==> src/rtl/wb_regfile_if.sv <==
// Bus bundle between the writeback/decode stages and the register file:
// write port, two read ports and the pending-write scoreboard.
interface wb_regfile_if #(
    parameter int DATA_W   = 32,
    parameter int NUM_REGS = 32,
    parameter int ADDR_W   = 5
);
    logic                RegWrite;
    logic [ADDR_W-1:0]   wb_write_reg;
    logic [DATA_W-1:0]   wb_data;
    logic [ADDR_W-1:0]   rs_addr;
    logic [ADDR_W-1:0]   rt_addr;
    logic [DATA_W-1:0]   rs_data;
    logic [DATA_W-1:0]   rt_data;
    logic                sb_set;
    logic [ADDR_W-1:0]   sb_set_reg;
    logic                stall;
    logic [NUM_REGS-1:0] busy;
    logic [31:0]         wb_count;

    modport master (
        output RegWrite, wb_write_reg, wb_data, rs_addr, rt_addr, sb_set, sb_set_reg,
        input  rs_data, rt_data, stall, busy, wb_count
    );

    modport slave (
        input  RegWrite, wb_write_reg, wb_data, rs_addr, rt_addr, sb_set, sb_set_reg,
        output rs_data, rt_data, stall, busy, wb_count
    );
endinterface

==> src/rtl/wb_regfile.sv <==
// Register file with write-through bypass, a per-register pending-write
// scoreboard that drives the decode stall, and a committed-write counter.
module wb_regfile #(
    parameter int DATA_W   = 32,
    parameter int NUM_REGS = 32,
    parameter int ADDR_W   = 5
) (
    input  logic         clk,
    input  logic         rst_n,
    wb_regfile_if.slave  bus
);

    logic [DATA_W-1:0]   regs_q [NUM_REGS];
    logic [DATA_W-1:0]   regs_d [NUM_REGS];
    logic [NUM_REGS-1:0] busy_q;
    logic [NUM_REGS-1:0] busy_d;
    logic [31:0]         wb_count_q;
    logic [31:0]         wb_count_d;
    logic                stall_raw;

    // A pending source is not a hazard when writeback delivers it this cycle.
    function automatic logic hazard(
        input logic [NUM_REGS-1:0] busy,
        input logic                we,
        input logic [ADDR_W-1:0]   wa,
        input logic [ADDR_W-1:0]   a
    );
        return busy[a] && !(we && (wa == a));
    endfunction

    always_comb begin
        stall_raw = hazard(busy_q, bus.RegWrite, bus.wb_write_reg, bus.rs_addr) ||
                    hazard(busy_q, bus.RegWrite, bus.wb_write_reg, bus.rt_addr);
        bus.stall = rst_n && stall_raw;

        bus.rs_data = '0;
        if (rst_n && (bus.rs_addr != '0)) begin
            if (bus.RegWrite && (bus.wb_write_reg == bus.rs_addr)) bus.rs_data = bus.wb_data;
            else                                                   bus.rs_data = regs_q[bus.rs_addr];
        end

        bus.rt_data = '0;
        if (rst_n && (bus.rt_addr != '0)) begin
            if (bus.RegWrite && (bus.wb_write_reg == bus.rt_addr)) bus.rt_data = bus.wb_data;
            else                                                   bus.rt_data = regs_q[bus.rt_addr];
        end
    end

    always_comb begin
        regs_d     = regs_q;
        busy_d     = busy_q;
        wb_count_d = wb_count_q;

        if (bus.RegWrite && (bus.wb_write_reg != '0)) begin
            regs_d[bus.wb_write_reg] = bus.wb_data;
            wb_count_d               = wb_count_q + 32'd1;
        end

        // Clear first so a same-cycle issue to the same register re-arms it.
        if (bus.RegWrite) busy_d[bus.wb_write_reg] = 1'b0;
        if (bus.sb_set && !stall_raw && (bus.sb_set_reg != '0)) busy_d[bus.sb_set_reg] = 1'b1;
        busy_d[0] = 1'b0;
    end

    always_ff @(posedge clk or negedge rst_n) begin
        if (!rst_n) begin
            for (int i = 0; i < NUM_REGS; i++) regs_q[i] <= '0;
            busy_q     <= '0;
            wb_count_q <= '0;
        end else begin
            regs_q     <= regs_d;
            busy_q     <= busy_d;
            wb_count_q <= wb_count_d;
        end
    end

    assign bus.busy     = busy_q;
    assign bus.wb_count = wb_count_q;

endmodule
==> src/flat_wrapper.sv <==
// flat-port wrapper written by rule: the top's interface ports become plain ports
module wb_regfile_flat 
#(
    parameter int DATA_W   = 32,
    parameter int NUM_REGS = 32,
    parameter int ADDR_W   = 5
)
  (clk, rst_n, bus_RegWrite, bus_wb_write_reg, bus_wb_data, bus_rs_addr, bus_rt_addr, bus_sb_set, bus_sb_set_reg, bus_rs_data, bus_rt_data, bus_stall, bus_busy, bus_wb_count);
  wb_regfile_if #(.DATA_W(DATA_W), .NUM_REGS(NUM_REGS), .ADDR_W(ADDR_W)) bus_i ();
  input  logic clk;
  input  logic rst_n;
  input wire logic [$bits(bus_i.RegWrite)-1:0] bus_RegWrite;
  input wire logic [$bits(bus_i.wb_write_reg)-1:0] bus_wb_write_reg;
  input wire logic [$bits(bus_i.wb_data)-1:0] bus_wb_data;
  input wire logic [$bits(bus_i.rs_addr)-1:0] bus_rs_addr;
  input wire logic [$bits(bus_i.rt_addr)-1:0] bus_rt_addr;
  input wire logic [$bits(bus_i.sb_set)-1:0] bus_sb_set;
  input wire logic [$bits(bus_i.sb_set_reg)-1:0] bus_sb_set_reg;
  output wire logic [$bits(bus_i.rs_data)-1:0] bus_rs_data;
  output wire logic [$bits(bus_i.rt_data)-1:0] bus_rt_data;
  output wire logic [$bits(bus_i.stall)-1:0] bus_stall;
  output wire logic [$bits(bus_i.busy)-1:0] bus_busy;
  output wire logic [$bits(bus_i.wb_count)-1:0] bus_wb_count;
  assign bus_i.RegWrite = bus_RegWrite;
  assign bus_i.wb_write_reg = bus_wb_write_reg;
  assign bus_i.wb_data = bus_wb_data;
  assign bus_i.rs_addr = bus_rs_addr;
  assign bus_i.rt_addr = bus_rt_addr;
  assign bus_i.sb_set = bus_sb_set;
  assign bus_i.sb_set_reg = bus_sb_set_reg;
  assign bus_rs_data = bus_i.rs_data;
  assign bus_rt_data = bus_i.rt_data;
  assign bus_stall = bus_i.stall;
  assign bus_busy = bus_i.busy;
  assign bus_wb_count = bus_i.wb_count;
  wb_regfile #(.DATA_W(DATA_W), .NUM_REGS(NUM_REGS), .ADDR_W(ADDR_W)) u_core (.clk(clk), .rst_n(rst_n), .bus(bus_i));
endmodule
==> config.mk <==
export PLATFORM = sky130hd
export DESIGN_NAME = wb_regfile_flat
export DESIGN_NICKNAME = d
export VERILOG_FILES = /design/src/rtl/wb_regfile_if.sv /design/src/rtl/wb_regfile.sv /design/src/flat_wrapper.sv
export SDC_FILE = /design/constraint.sdc
export NUM_CORES = 2
export LEC_CHECK = 0
export ABC_AREA = 0
export CAP_MARGIN = 20
export CORE_MARGIN = 3
export CORE_UTILIZATION = 55
export DETAILED_ROUTE_END_ITERATION = 10
export MAX_ROUTING_LAYER = met4
export PLACE_DENSITY = 0.75
export SYNTH_ARGS = -nofsm -noshare
export SYNTH_HDL_FRONTEND = slang
export SYNTH_SLANG_ARGS = --single-unit
==> constraint.sdc <==
create_clock -name clk -period 5.2 [get_ports clk]
set_input_delay 0.78 -clock clk [delete_from_list [all_inputs] [get_ports clk]]
set_output_delay 0.78 -clock clk [all_outputs]
set_load 0.02 [all_outputs]
Word level (Yosys, flattened, before mapping)
Cells that the tools add are included.

storage, ports and cells
  input bits = 56
  output and inout port bits = 129
  bits in registers = 1087
  word-level logic and storage cells = 97

operators by class
  magnitude comparators = 10
  add/subtract/negate cells = 1
  equal/unequal tests = 2
  reduce and logical (&&, ||, !) cells = 21
  bitwise gates (word level) = 6
  multiplexer cells = 23

operators with widths
  operator                                                           count
  bitwise mux 1024 bit                                               1
  2-to-1 mux 32 bit                                                  11
  binary-select mux 32 bit (select 5 bit)                            2
  demux 32 bit (select 5 bit)                                        1
  adder 32 x 1 -> 32 bit, second input constant                      1
  AND 32 bit                                                         1
  NOT 32 bit                                                         1
  OR 32 bit                                                          1
  less-than comparator 5 x 6 -> 1 bit, second input constant         4
  nonzero test 5 bit                                                 4
  greater-or-equal comparator 6 bit, second input constant           3
  NOT 5 -> 6 bit                                                     3
  logical AND 1 bit                                                  13
  binary-select mux 1 bit (select 5 bit)                             2
  demux 1 bit (select 5 bit)                                         2
  == test 5 bit                                                      2
  greater-or-equal comparator 5 x 1 -> 1 bit, second input constant  2
  less-than comparator 6 x 1 -> 1 bit, second input constant         1
  2-to-1 mux 1 bit                                                   4
  logical NOT 1 bit                                                  3
  logical OR 1 bit                                                   1

Depth between registers and ports, before layout
  word-level depth = 9
  gate-level depth with buffers = 12
  gate-level depth less buffers = 7

Worst setup path before layout
No wires, ideal clock.

  path kind = input to output
  start point = in bus_rs_addr[0]
  end point = out bus_rs_data[0]
  path slack = 1.754 ns
  arrival time = 2.666 ns
  data required time = 4.420 ns
  path buffers = 3
  stages = 8
  cell sequence = buf_6 -> buf_8 -> buf_2 -> mux4_2 -> mux4_2 -> nand2b_1 -> nand3_1 -> a21oi_1

on the way
  longest elaborated chain between the ends = 6
  elaborated cells on any way between the ends = 10
  classes of those cells = eq/ne (1); mux (5); bitwise (1); reduce/logical (3)

ends and longest elaborated chain
  element                                                line                RTL
  start: declaration                                     flat_wrapper.sv:15  input wire logic [$bits(bus_i.rs_addr)-1:0] bus_rs_addr;
  NOT 5 -> 6 bit (implied by the code)                   wb_regfile.sv:39    else bus.rs_data = regs_q[bus.rs_addr];
  binary-select mux 32 bit (select 5 bit)                wb_regfile.sv:39
  2-to-1 mux 32 bit (implied by the code) (2 in series)  wb_regfile.sv:39
  2-to-1 mux 32 bit                                      wb_regfile.sv:38    if (bus.RegWrite && (bus.wb_write_reg == bus.rs_addr)) bus.rs_data = bus.wb_data;
  2-to-1 mux 32 bit (*)                                  wb_regfile.sv:37    if (rst_n && (bus.rs_addr != '0)) begin
  end: declaration                                       flat_wrapper.sv:19  output wire logic [$bits(bus_i.rs_data)-1:0] bus_rs_data;

Mark *: on every way between the ends. The rest lies on a longest branch, timed or not. The select of a mux whose other input is x is not followed.

Worst setup path after layout
  start point = in bus_wb_write_reg[2]
  end point = out bus_rs_data[2]

on the way
  longest elaborated chain between the ends = 4

ends and longest elaborated chain
  element             line                RTL
  start: declaration  flat_wrapper.sv:13  input wire logic [$bits(bus_i.wb_write_reg)-1:0] bus_wb_write_reg;
  == test 5 bit       wb_regfile.sv:38
  logical AND 1 bit   wb_regfile.sv:38
  2-to-1 mux 32 bit   wb_regfile.sv:38
  2-to-1 mux 32 bit   wb_regfile.sv:37

Every way passes these cells.

==> flow_summary.json <==
{
  "status": "finished, final reports clean",
  "final.setup.tns_ns": 0,
  "gp_congestion": 0.8448,
  "utilization_pct": 62.69,
  "syn-cell-area_um2": 58700,
  "rrSetupSlack_ns": 2.85,
  "numCtsBuffers": 115,
  "cp-endpoint": "bus_rs_data[2]",
  "antenna_found_initial": 4,
  "clock_path_buffers": 3,
  "drt-total-wl_um": 172800,
  "dp_hpwl_um": 98540,
  "path_class": "input port to output pin",
  "synth_area_leaders": "dfrtp_1 (46%), mux4_2 (21%), mux2_2 (20%), mux2i_1 (2.1%), clkbuf_1 (1.6%)",
  "vias_per_cell": 7.017,
  "vias": 38210,
  "fin_skew_ns": 0.01058,
  "synth_ff_type": "dfrtp_1",
  "critPathArrivalTime_ns": 4.11,
  "p_leak_nw": 28.17,
  "syn2layout_area_growth_pct": 12.75,
  "slew_viol_final": 0,
  "r2r-start": "u_core.bus.wb_count[4]",
  "postSynthAreaPerCell_um2": 14.89,
  "fmax_mhz": 204.7,
  "initial_core_util_pct": 55.60,
  "synth-seq-cells": 1087,
  "postCtsResizedCells": 0,
  "setup_violations": 0,
  "grt_pass1_wl_um": 258200,
  "cts_tree": "built",
  "antenna_left": 0,
  "dp.cells": 5222,
  "dieWidth_um": 332.7,
  "worstSetupStartpoint": "bus_wb_write_reg[2]",
  "synth_top_area_share_pct": 46.34,
  "worst_ir_drop_vdd_mv": 0.2837,
  "grtUsageTotal_pct": 32.20,
  "maxSlewHeadroom_pct": 21.99,
  "dpl_cell_area_um2": 62040,
  "yosysTopAreaCell": "dfrtp_1",
  "nets": 4013,
  "synth_edf_count": 0,
  "power_per_cell_area_nw_per_um2": 383.9,
  "postSynthCellCount": 3943,
  "grt_pass1_vias": 39040,
  "startpoint_type": "input port",
  "ys_warn_count": 0,
  "synthArstFlopShare_pct": 100.0,
  "holdCritPathClass": "flop to flop",
  "die_area_um2": 110700,
  "fin_crit_sh_pct": 93.96,
  "r2r_cells": 6,
  "core-area_um2": 105600,
  "die_h_um": 332.7,
  "hold_viol": 0,
  "rsz0062_at_grt": "no",
  "overflow": 0,
  "clk_pin_slew_ns": 0.06,
  "first_pass_iters": 6,
  "final_common_cell": "dfrtp_1",
  "port_buffers": 183,
  "wl_per_cell_um": 31.74,
  "ios": 185,
  "worst_pin_slew_ns": 1.170,
  "r2r_end": "u_core.bus.wb_count[28]",
  "clock_latency_ns": 0.71,
  "htreeDepth": 3,
  "fill_cells": 7525,
  "drt_iter0_drc": 4264,
  "final_area_um2": 66180,
  "crit_required_ns": 4.42,
  "clockRootBuffer": "clkbuf_16",
  "synth_nets": 4000,
  "cts_sinks": 1087,
  "drive_above_1_share_pct": 49.31,
  "layout_common_cells": "dfrtp_1 (1,087), mux2_2 (1,059), mux4_2 (535)",
  "rows": 119,
  "grt_max_degree": 185,
  "end_kind": "output pin",
  "cap_violations": 0,
  "yosysSeqAreaShare_pct": 46.34,
  "synth.distinct_cells": 55,
  "instances_no_fill": 5445,
  "post-route-min-period_ns": 4.886,
  "cp_max_fo": 27,
  "drc": 0
}
==> logic make-up (layout without fill, tap and decap cells) <==
| family | after synthesis | in the layout | share of synthesized area, % |
|---|---|---|---|
| adders and majority gates | 1 | 1 | 0.02131 |
| AOI/OAI and AO/OA | 342 | 342 | 3.818 |
| muxes | 1720 | 1720 | 42.99 |
| buffers and inverters | 471 | 574 | 3.784 |
| DFF | 1087 | 1087 | 46.34 |
| xor gates and xnor gates | 41 | 41 | 0.6118 |
| and+or+nand+nor | 280 | 280 | 2.428 |
| other | 1 | 9 | 0.006389 |
==> repair_timing <==
item,4_1_cts,5_1_grt
hold buffers,1,0
endpoints found under the hold margin,38,0
setup buffers,0,0
==> worst max-delay path, stage by stage <==
cell             delay (ns)
clkdlybuf4s50_1        0.65
xor2_1                 0.26
nor4_1                 0.46
and3_4                 0.66
buf_4                  0.36
a211oi_1               0.09
a21oi_1                0.17
nor2_1                 0.06
clkdlybuf4s50_1        0.54
==> synthesized netlist by cell type, drive strengths merged, types with 53 or more instances <==
cell type,instances
nor2,78
dfrtp,1087
mux2i,126
o21ai,64
a21oi,128
clkbuf,244
mux4,535
mux2,1059
buf,204
nand2,54
nor2b,53
==> sequential cells by signal (all words and copies together) (netlist names) <==
name and cells:
u_core.bus.wb_count 32, u_core.bus.busy 31, u_core.regs_q 1024
==> final cells by class <==
cell class | instances | area (um^2) | area share (%)
Tap cell | 1391 | 1740 | 2.630
Antenna cell | 8 | 20.02 | 0.03025
Sequential cell | 1087 | 27200 | 41.10
Timing Repair Buffer | 344 | 3674 | 5.551
Clock buffer | 169 | 3436 | 5.192
Inverter | 23 | 86.33 | 0.1304
Clock inverter | 38 | 531.8 | 0.8035
Multi-Input combinational cell | 2385 | 29490 | 44.56
==> how the worst min path moves through the flow <==
stage | slack, ns | to | from | cells after the start
after floorplan | 0.44 | u_core.regs_q[1000] | u_core.regs_q[1000] | 1
after detailed placement | 0.38 | u_core.regs_q[1018] | u_core.regs_q[1018] | 0
after CTS | 0.40 | u_core.regs_q[1021] | u_core.regs_q[1021] | 0
final | 0.39 | u_core.regs_q[999] | u_core.regs_q[999] | 0
after global routing | 0.40 | u_core.regs_q[1023] | u_core.regs_q[1023] | 0
after global placement | 0.38 | u_core.regs_q[1014] | u_core.regs_q[1014] | 0
==> metrics by stage <==
step | hold WS [ns] | setup slack [ns] | power [mW]
floorplan | 0.4413 | 1.754 | 15.03
global placement | 0.3763 | 0.4926 | 16.54
detailed placement | 0.3833 | 0.4166 | 16.78
CTS | 0.3969 | 0.3934 | 25.41
global route | 0.3997 | 0.1847 | 26.35
finish | 0.3949 | 0.3143 | 25.41
==> report_power, final <==
group / internal (mW) / leakage (nW) / switching, mW
Combinational: 3.31 / 12.2 / 2.17
Sequential: 10.1 / 14.0 / 1.22
Clock: 5.18 / 1.96 / 3.47
==> layer usage <==
layer	global-route usage, %	share of wire (%)	vias up
li1	-	-	15220
met1	44.81	41	20660
met2	48.11	46	1960
met3	6.322	8.9	378
met4	10.80	3.3	0
met5	-	0	-
(Power assumes the default switching activity.)
